[src/rtl/rpn_exec_sequencer_pkg.sv]
// Shared definitions for the RPN calculator execution path:
// opcodes, error codes and the sequencer state encoding.
package calc_pkg;

  localparam logic [2:0] OP_LIT  = 3'd0;
  localparam logic [2:0] OP_ADD  = 3'd1;
  localparam logic [2:0] OP_SUB  = 3'd2;
  localparam logic [2:0] OP_MUL  = 3'd3;
  localparam logic [2:0] OP_AND  = 3'd4;
  localparam logic [2:0] OP_OR   = 3'd5;
  localparam logic [2:0] OP_XOR  = 3'd6;
  localparam logic [2:0] OP_DROP = 3'd7;

  localparam logic [1:0] ERR_NONE  = 2'd0;
  localparam logic [1:0] ERR_UNDER = 2'd1;
  localparam logic [1:0] ERR_OVER  = 2'd2;

  typedef enum logic [2:0] {
    IDLE    = 3'd0,
    POP_A   = 3'd1,
    POP_B   = 3'd2,
    RESTORE = 3'd3,
    EXEC    = 3'd4,
    PUSH    = 3'd5,
    DONE    = 3'd6
  } state_t;

endpackage

[src/rtl/rpn_exec_sequencer_if.sv]
// Command/response channel between the front-end controller (master)
// and the execution sequencer (slave).
interface rpn_exec_sequencer_if #(
  parameter int DW = 32
);
  logic          cmd_valid;
  logic          cmd_ready;
  logic [2:0]    cmd_op;
  logic [DW-1:0] cmd_data;
  logic          cmd_mode;
  logic [DW-1:0] result;
  logic          done;
  logic          err;
  logic [1:0]    err_code;

  modport master (
    output cmd_valid, cmd_op, cmd_data, cmd_mode,
    input  cmd_ready, result, done, err, err_code
  );

  modport slave (
    input  cmd_valid, cmd_op, cmd_data, cmd_mode,
    output cmd_ready, result, done, err, err_code
  );
endinterface

[src/rtl/rpn_exec_sequencer_alu.sv]
// Combinational 32-bit calculator ALU, wrap-around arithmetic, no flags.
// Shared with the display stage, so it carries no state of its own.
module calc_alu
  import calc_pkg::*;
#(
  parameter int DW = 32
) (
  input  logic [2:0]    op,
  input  logic [DW-1:0] left,
  input  logic [DW-1:0] right,
  output logic [DW-1:0] y
);

  // Opcode decode; LIT/DROP never reach the ALU and yield zero.
  always_comb begin
    y = '0;
    case (op)
      OP_ADD:  y = left + right;
      OP_SUB:  y = left - right;
      OP_MUL:  y = left * right;
      OP_AND:  y = left & right;
      OP_OR:   y = left | right;
      OP_XOR:  y = left ^ right;
      default: y = '0;
    endcase
  end

endmodule

[src/rtl/rpn_exec_sequencer.sv]
// Command sequencer in front of the 32-entry stack/queue memory.
// Executes LIT / binary op / DROP one at a time and reports done/err.
module rpn_exec_sequencer
  import calc_pkg::*;
#(
  parameter int DW = 32
) (
  input  logic                 clk,
  input  logic                 rst,
  rpn_exec_sequencer_if.slave  cmd,
  output logic                 mem_push,
  output logic                 mem_pop,
  output logic                 mem_stackQueue,
  output logic [DW-1:0]        mem_dataIn,
  input  logic [DW-1:0]        mem_stackOut,
  input  logic [DW-1:0]        mem_queueOut,
  input  logic                 mem_empty,
  input  logic                 mem_full
);

  state_t        state_q, state_d;
  logic          mode_q, mode_d;
  logic [1:0]    err_code_q, err_code_d;
  logic [DW-1:0] result_q, result_d;
  logic [2:0]    op_q, op_d;
  logic [DW-1:0] res_q, res_d;
  logic [DW-1:0] opa_q, opa_d;
  logic [DW-1:0] opb_q, opb_d;
  logic [DW-1:0] top;
  logic [DW-1:0] left, right, alu_y;

  // The entry removed by a pop depends on the latched mode.
  assign top = mode_q ? mem_queueOut : mem_stackOut;

  // opA is the first pop: newer entry in stack mode, older in queue mode.
  assign left  = mode_q ? opa_q : opb_q;
  assign right = mode_q ? opb_q : opa_q;

  calc_alu #(.DW(DW)) u_alu (
    .op    (op_q),
    .left  (left),
    .right (right),
    .y     (alu_y)
  );

  assign mem_stackQueue = mode_q;
  assign cmd.cmd_ready  = (state_q == IDLE);
  assign cmd.done       = (state_q == DONE);
  assign cmd.err        = (state_q == DONE) && (err_code_q != ERR_NONE);
  assign cmd.err_code   = (state_q == DONE) ? err_code_q : ERR_NONE;
  assign cmd.result     = result_q;

  // Next-state, memory strobes and operand/result capture.
  always_comb begin
    state_d    = state_q;
    mode_d     = mode_q;
    err_code_d = err_code_q;
    result_d   = result_q;
    op_d       = op_q;
    res_d      = res_q;
    opa_d      = opa_q;
    opb_d      = opb_q;
    mem_push   = 1'b0;
    mem_pop    = 1'b0;
    mem_dataIn = '0;
    case (state_q)
      IDLE: begin
        if (cmd.cmd_valid) begin
          op_d       = cmd.cmd_op;
          mode_d     = cmd.cmd_mode;
          err_code_d = ERR_NONE;
          if (cmd.cmd_op == OP_LIT) begin
            res_d = cmd.cmd_data;
            if (mem_full) begin
              err_code_d = ERR_OVER;
              state_d    = DONE;
            end else begin
              state_d = PUSH;
            end
          end else if (mem_empty) begin
            err_code_d = ERR_UNDER;
            state_d    = DONE;
          end else begin
            state_d = POP_A;
          end
        end
      end
      POP_A: begin
        opa_d   = top;
        mem_pop = 1'b1;
        state_d = (op_q == OP_DROP) ? DONE : POP_B;
      end
      POP_B: begin
        if (mem_empty) begin
          state_d = RESTORE;
        end else begin
          opb_d   = top;
          mem_pop = 1'b1;
          state_d = EXEC;
        end
      end
      RESTORE: begin
        // Put the lone operand back; in queue mode it lands at the tail.
        mem_push   = 1'b1;
        mem_dataIn = opa_q;
        err_code_d = ERR_UNDER;
        state_d    = DONE;
      end
      EXEC: begin
        res_d   = alu_y;
        state_d = PUSH;
      end
      PUSH: begin
        mem_push   = 1'b1;
        mem_dataIn = res_q;
        result_d   = res_q;
        state_d    = DONE;
      end
      DONE: begin
        state_d = IDLE;
      end
      default: begin
        state_d = IDLE;
      end
    endcase
  end

  // Control and externally visible registers, cleared by reset.
  always_ff @(posedge clk) begin
    if (rst) begin
      state_q    <= IDLE;
      mode_q     <= 1'b0;
      err_code_q <= ERR_NONE;
      result_q   <= '0;
    end else begin
      state_q    <= state_d;
      mode_q     <= mode_d;
      err_code_q <= err_code_d;
      result_q   <= result_d;
    end
  end

  // Working registers; always written before being read in a command.
  always_ff @(posedge clk) begin
    op_q  <= op_d;
    res_q <= res_d;
    opa_q <= opa_d;
    opb_q <= opb_d;
  end

endmodule
[src/flat_wrapper.sv]
// flat-port wrapper written by rule: the top's interface ports become plain ports
module rpn_exec_sequencer_flat import calc_pkg::*;
#(
  parameter int DW = 32
)
  (clk, rst, mem_push, mem_pop, mem_stackQueue, mem_dataIn, mem_stackOut, mem_queueOut, mem_empty, mem_full, cmd_cmd_valid, cmd_cmd_op, cmd_cmd_data, cmd_cmd_mode, cmd_cmd_ready, cmd_result, cmd_done, cmd_err, cmd_err_code);
  rpn_exec_sequencer_if #(.DW(DW)) cmd_i ();
  input  logic clk;
  input  logic rst;
  output logic mem_push;
  output logic mem_pop;
  output logic mem_stackQueue;
  output logic [DW-1:0] mem_dataIn;
  input  logic [DW-1:0] mem_stackOut;
  input  logic [DW-1:0] mem_queueOut;
  input  logic mem_empty;
  input  logic mem_full;
  input wire logic [$bits(cmd_i.cmd_valid)-1:0] cmd_cmd_valid;
  input wire logic [$bits(cmd_i.cmd_op)-1:0] cmd_cmd_op;
  input wire logic [$bits(cmd_i.cmd_data)-1:0] cmd_cmd_data;
  input wire logic [$bits(cmd_i.cmd_mode)-1:0] cmd_cmd_mode;
  output wire logic [$bits(cmd_i.cmd_ready)-1:0] cmd_cmd_ready;
  output wire logic [$bits(cmd_i.result)-1:0] cmd_result;
  output wire logic [$bits(cmd_i.done)-1:0] cmd_done;
  output wire logic [$bits(cmd_i.err)-1:0] cmd_err;
  output wire logic [$bits(cmd_i.err_code)-1:0] cmd_err_code;
  assign cmd_i.cmd_valid = cmd_cmd_valid;
  assign cmd_i.cmd_op = cmd_cmd_op;
  assign cmd_i.cmd_data = cmd_cmd_data;
  assign cmd_i.cmd_mode = cmd_cmd_mode;
  assign cmd_cmd_ready = cmd_i.cmd_ready;
  assign cmd_result = cmd_i.result;
  assign cmd_done = cmd_i.done;
  assign cmd_err = cmd_i.err;
  assign cmd_err_code = cmd_i.err_code;
  rpn_exec_sequencer #(.DW(DW)) u_core (.clk(clk), .rst(rst), .cmd(cmd_i), .mem_push(mem_push), .mem_pop(mem_pop), .mem_stackQueue(mem_stackQueue), .mem_dataIn(mem_dataIn), .mem_stackOut(mem_stackOut), .mem_queueOut(mem_queueOut), .mem_empty(mem_empty), .mem_full(mem_full));
endmodule
[config.mk]
export PLATFORM = sky130hd
export DESIGN_NAME = rpn_exec_sequencer_flat
export DESIGN_NICKNAME = d
export VERILOG_FILES = /design/src/rtl/rpn_exec_sequencer_pkg.sv /design/src/rtl/rpn_exec_sequencer_if.sv /design/src/rtl/rpn_exec_sequencer_alu.sv /design/src/rtl/rpn_exec_sequencer.sv /design/src/flat_wrapper.sv
export SDC_FILE = /design/constraint.sdc
export NUM_CORES = 2
export LEC_CHECK = 0
export ABC_AREA = 1
export CAP_MARGIN = 30
export CORE_MARGIN = 1
export CORE_UTILIZATION = 55
export CTS_CLUSTER_SIZE = 14
export DETAILED_ROUTE_END_ITERATION = 10
export GPL_TIMING_DRIVEN = 0
export PLACE_DENSITY_LB_ADDON = 0.05
export SLEW_MARGIN = 30
export SYNTH_ARGS = -nofsm -noshare
export SYNTH_HDL_FRONTEND = slang
export SYNTH_SLANG_ARGS = --single-unit
[constraint.sdc]
create_clock -name clk -period 8.2 [get_ports clk]
set_input_delay 0.82 -clock clk [delete_from_list [all_inputs] [get_ports clk]]
set_output_delay 0.82 -clock clk [all_outputs]
set_load 0.02 [all_outputs]
* Word level (Yosys, flattened, before mapping)
Index checks and enable logic that the tools add are counted.
** Word-level totals
- Register bits after elaboration :: 137
- Bits of input ports :: 105
- Logic and storage cells :: 65
** Operators by class
- $add $sub $neg :: 2
- Multipliers :: 1
- Equal/unequal tests :: 15
- Muxes and demuxes :: 24
- Bitwise operators :: 4
- Reduce and logical (&&, ||, !) cells :: 11
** Operator list (count)
- 32-bit case mux with 6 select lines :: 1
- 32-bit two-way mux :: 5
- 32-bit case mux with 2 select lines :: 2
- 32-bit adder :: 1
- 32-bit AND :: 1
- 32-bit by 32-bit multiplier with 32-bit output :: 1
- 32-bit OR :: 1
- 32-bit subtractor :: 1
- 32-bit bitwise XOR :: 1
- 3-bit equality test, second input constant :: 7
- 3-bit two-way mux :: 5
- 3-bit case mux with 5 select lines :: 1
- 3-bit by 2-bit equality test with 1-bit output, second input constant :: 4
- 2-bit two-way mux :: 5
- 3-bit by 1-bit equality test with 1-bit output, second input constant :: 2
- 3-bit logical NOT :: 2
- 2-bit AND reduction :: 3
- 2-bit nonzero test :: 3
- 2-bit case mux with 2 select lines :: 1
- 1-bit two-way mux :: 3
- 3-bit AND reduction :: 1
- 2-bit by 1-bit inequality test with 1-bit output, second input constant :: 1
- 2-bit inequality test, second input constant :: 1
- 1-bit case mux with 2 select lines :: 1
- other kinds (3) :: 3

* Logic depth before layout (Yosys ltp)
- Depth in word-level cells :: 4
- Mapped depth :: 41

* By module
A second synthesis with hierarchy kept.
** Second synthesis, totals
- Cell total of the unflattened synthesis :: 3777
- Area, all modules :: 27577.7 µm²
** Modules (own cells, without submodules)
- calc_alu :: times used 1, cells an instance 3046, area an instance 21299.2 µm², seq. area each 0.0 µm²
- rpn_exec_sequencer :: times used 1, cells an instance 731, area an instance 6278.5 µm², seq. area each 3733.6 µm²

* Worst setup path after synthesis
No wires, ideal clock.
- Path kind :: register to register
- Start point :: register u_core.mode_q, in the netlist u_core.mem_stackQueue
- End point :: register u_core.res_q[29], data pin
- Setup time :: 0.253 ns
- Arrival :: 7.411 ns
- Data required time :: 7.947 ns
- Path slack :: 0.536 ns
- Cell stages (with the launch flop) :: 37
- Path buffers :: 5
- Clock period less this slack :: 7.664 ns
- Cell sequence :: dfxtp_1 > buf_6 > buf_12 > buf_12 > nand2_1 > o21ai_2 > buf_1 > clkinv_1 > clkbuf_1 > nor2_1 > fa_1 > inv_1 > fa_1 > inv_1 > fa_1 > inv_1 > fa_1 > inv_1 > fa_1 > inv_1 > fa_1 > inv_1 > fa_1 > fa_1 > ha_1 > a21oi_1 > o21a_1 > nor2_1 > nor2_1 > nand3_1 > a21oi_1 > o21ai_0 > or2_2 > nand3_1 > nand3_1 > nand2_1 > nand2_1
** On the way
- Longest elaborated chain between the ends :: 4
- Elaborated cells on any way between the ends :: 10
- Those cells by class :: add/sub (2); mul (1); mux (4); bitwise (3)
** RTL lines
- start, declared :: line rpn_exec_sequencer.sv:22 : logic mode_q, mode_d;
- start signal, assigned :: line rpn_exec_sequencer.sv:137 : mode_q <= mode_d;
- 32-bit two-way mux, on equally long branches :: line rpn_exec_sequencer.sv:36, rpn_exec_sequencer.sv:37
- 32-bit by 32-bit multiplier with 32-bit output (tied with other cells) :: line rpn_exec_sequencer_alu.sv:20 : OP_MUL: y = left * right;
- 32-bit case mux with 6 select lines (*) :: line rpn_exec_sequencer_alu.sv:17 : case (op)
- 32-bit case mux with 2 select lines (*) :: line rpn_exec_sequencer.sv:66 : case (state_q)
- net u_core.res_d[29] :: line rpn_exec_sequencer.sv:26 : logic [DW-1:0] res_q, res_d;
- end signal, assigned :: line rpn_exec_sequencer.sv:146 : res_q <= res_d;
- end, declared :: line rpn_exec_sequencer.sv:26
The timed path passes the listed nets; every way through them passes the cells marked *.
A chain may end at the register's enable or synchronous reset.

* Worst setup path after layout
- Start point :: register u_core.mode_q, in the netlist u_core.mem_stackQueue
- End point :: register u_core.res_q[31], data pin
The elaborated chain is that of the path after synthesis.

==> results_dict.tcl <==
set metrics [dict create \
    status "finished, violations left" \
    violations "setup timing" \
    top_usage_layer "met2" \
    row_count 79 \
    syn2layout_area_growth_pct 16.4 \
    synth.area.top_cells "fa_1 31%, nand2_1 12%, edfxtp_1 11%" \
    wirelength_microns 109000 \
    min_period_ns 8.20 \
    dp_hpwl_microns 87500 \
    ant_nets 0 \
    worstPathRequired_ns 8.50 \
    cts_sinks 137 \
    grt_pass1_vias 25278 \
    holdWs_ns 0.464 \
    drt_iter0_drc 2706 \
    maxCapViolCount 0 \
    multi_input_area_sq_mm 0.0200 \
    syn_area_per_cell_sq_um 7.76 \
    ctsHtreeMaxLevel 4 \
    dieArea_sq_mm 0.0487 \
    path_buf_inv 7 \
    met2_usage_pct 69.0 \
    worst_pin_slew_ns 1.18 \
    ff_latch_area_sq_mm 0.00374 \
    min_path_type "flip-flop to flip-flop" \
    crit_family "adder cells" \
    design_area_sq_mm 0.0306 \
    grt_max_degree 24 \
    drc_errors 0 \
    ys.flop_type "edfxtp_1" \
    start_util_pct 56.1 \
    cts_tree "built" \
    relSlewSlack_pct 20.8 \
    worstPathMaxFanout 10 \
    drive_above_1_share_pct 8.94 \
    min_delay_path_depth 2 \
    setup_ws_ns -0.00273 \
    cts_buffer_depth 2 \
    ios 177 \
    max_stage_delay_ns 0.92 \
    yosysSeqAreaShare_pct 14.2 \
    grt_use_total_pct 45.0 \
    viasPerCell 5.98 \
    skew_ns 0.0121 \
    final-max-slew-violation-count 0 \
    cpMostUsedCell "fa_1" \
    yosysUniqueCellTypes 55 \
    crit_path_start_kind "flip-flop" \
    yosys_warnings 0 \
    path_clk_slew_ns 0.07 \
    nFillCells 4117 \
    placed_area_sq_mm 0.0289 \
    yosys.area.top_type "fa_1" \
    core_area_sq_mm 0.0469 \
    achievable-frequency_mhz 122 \
    clk_latency_ns 0.44 \
    crit_path_top_delay_cell "o21ai_0" \
    antenna_found_initial 2 \
    vias 25347 \
    cp.depth 27 \
    cts_made_buffers 17 \
    crit_arrival_ns 8.50 \
    io_buffers 176 \
    finalHoldViolations 0 \
    place_congestion 1.06 \
    netlist_instances 3386 \
    wl_per_cell_microns 25.6 \
    first_pass_iters 7 \
    grt-ovfl-total 0 \
    critPathCaptureType "flip-flop" \
    syn-num-nets 4119 \
    use_met1_pct 54.3 \
    rsz0062_at_grt "yes" \
    finalCritPeriodShare_pct 100 \
    synth_area_sq_mm 0.0263 \
    synth-edff-count 99 \
    yosysTopAreaCellShare_pct 31.2 \
    die_h_microns 221 \
    use_met3_pct 12.7 \
    root_buffer "clkbuf_16" \
    ff2ff_path_depth 27 \
    n_antenna_cell 0 \
    synth-seq-cells 137 \
    grt_pass1_wl_microns 156000 \
    cts_hold_repair.buffers 0 \
    async_flop_share_pct 0 \
    layout.nets 4355 \
    fp.dieW_microns 221 \
    setup_viol 1 \
    crit_type "flip-flop to flip-flop" \
]
## synth_stat cells (6+ instances only)
cell / count
nor3_1: 15
clkbuf_1: 78
a211oi_1: 6
nor2_1: 422
buf_2: 7
buf_1: 19
a21oi_1: 139
xor2_1: 42
xnor2_1: 9
nand4_1: 10
inv_2: 9
buf_4: 6
edfxtp_1: 99
o21ai_1: 17
o21ai_0: 118
o21a_1: 10
nand3_1: 84
a221oi_1: 26
nand2_2: 20
or2_2: 15
a21o_1: 13
a31oi_1: 19
buf_6: 14
nand2_1: 820
o211ai_1: 10
o31ai_1: 7
nand3b_1: 9
fa_1: 409
inv_1: 593
clkinv_1: 14
dfxtp_1: 38
o21ai_2: 24
o21ai_4: 6
ha_1: 219
## tightest hold or removal path: cells and delay by family, from the launching register on
kind            cells  cell delay (ns)
flops               1             0.31
simple gates        1             0.06
compound gates      1             0.05
## final timing paths
check                                      startpoint              endpoint  slack, ns
worst max-delay path            u_core.mem_stackQueue      u_core.res_q[31]     -0.003
worst min-delay path             u_core.cmd.result[1]  u_core.cmd.result[1]       0.46
worst max register to register  u_core.mem_stackQueue      u_core.res_q[31]     -0.003
worst min register to register   u_core.cmd.result[1]  u_core.cmd.result[1]       0.46
## cells by family (layout without fill, tap and decap cells)
group | after synthesis | after routing | share of synthesized area (%)
and+or+nand+nor | 1415 | 1415 | 21.7
buffers and inverters | 743 | 992 | 11.3
adders and majority gates | 628 | 628 | 41.6
AOI/OAI and AO/OA | 412 | 412 | 9.54
DFF | 137 | 137 | 14.2
xor gates and xnor gates | 51 | 51 | 1.70
## sequential cells by signal (all words and copies together) (netlist names)
| signal | cells |
|---|---|
| u_core.cmd.result | 32 |
| u_core.opa_q | 32 |
| u_core.opb_q | 32 |
| u_core.res_q | 32 |
| u_core.op_q | 3 |
| u_core.state_q | 3 |
| u_core.err_code_q | 2 |
| u_core.mem_stackQueue | 1 |
## timing repair
item	4_1_cts	5_1_grt
gates cloned	0	0
pin swaps	15	9
endpoints found under the setup margin	22	17
hold endpoints to repair	0	0
resized for setup	164	78
setup buffers	20	18
## stage by stage
stage | setup WS, ns | setup TNS [ns] | utilization, % | std cells
2_1_floorplan | 0.536 | 0 | - | 3386
3_3_place_gp | -2.30 | -37.62 | 61.5 | 4169
3_5_place_dp | -1.76 | -23.27 | 61.7 | 4173
4_1_cts | -0.0194 | -0.0194 | 64.3 | 4223
5_1_grt | -0.101 | -0.395 | 65.3 | 4242
6_report | -0.00273 | -0.00273 | 65.3 | 4242
## area by class of cell
class / count / area share, %
Multi-Input combinational cell: 2506 / 65.5
Sequential cell: 137 / 12.2
Inverter: 616 / 7.81
Timing Repair Buffer: 219 / 7.11
Buffer: 125 / 2.93
Tap cell: 607 / 2.48
Clock buffer: 19 / 1.55
Clock inverter: 13 / 0.376
## layout by cell type, fill, tap and decap left out, drive strengths merged, types with 93 or more instances in the layout
cell type	instances
nand2	842
inv	611
nor2	427
fa	409
ha	219
clkdlybuf4s50	176
o21ai	165
a21oi	139
edfxtp	99
clkbuf	93
## metal layers
layer	share of wire [%]	vias to the layer above	routed length, microns
met2	43	1744	47300
met4	8.8	2	9570
met3	12	484	12800
met1	36	12190	39000
li1	-	10927	-
met5	0.012	-	13
Power is not shown: default switching activity piles up to over one toggle a cycle in this logic, so the estimate is an artifact.
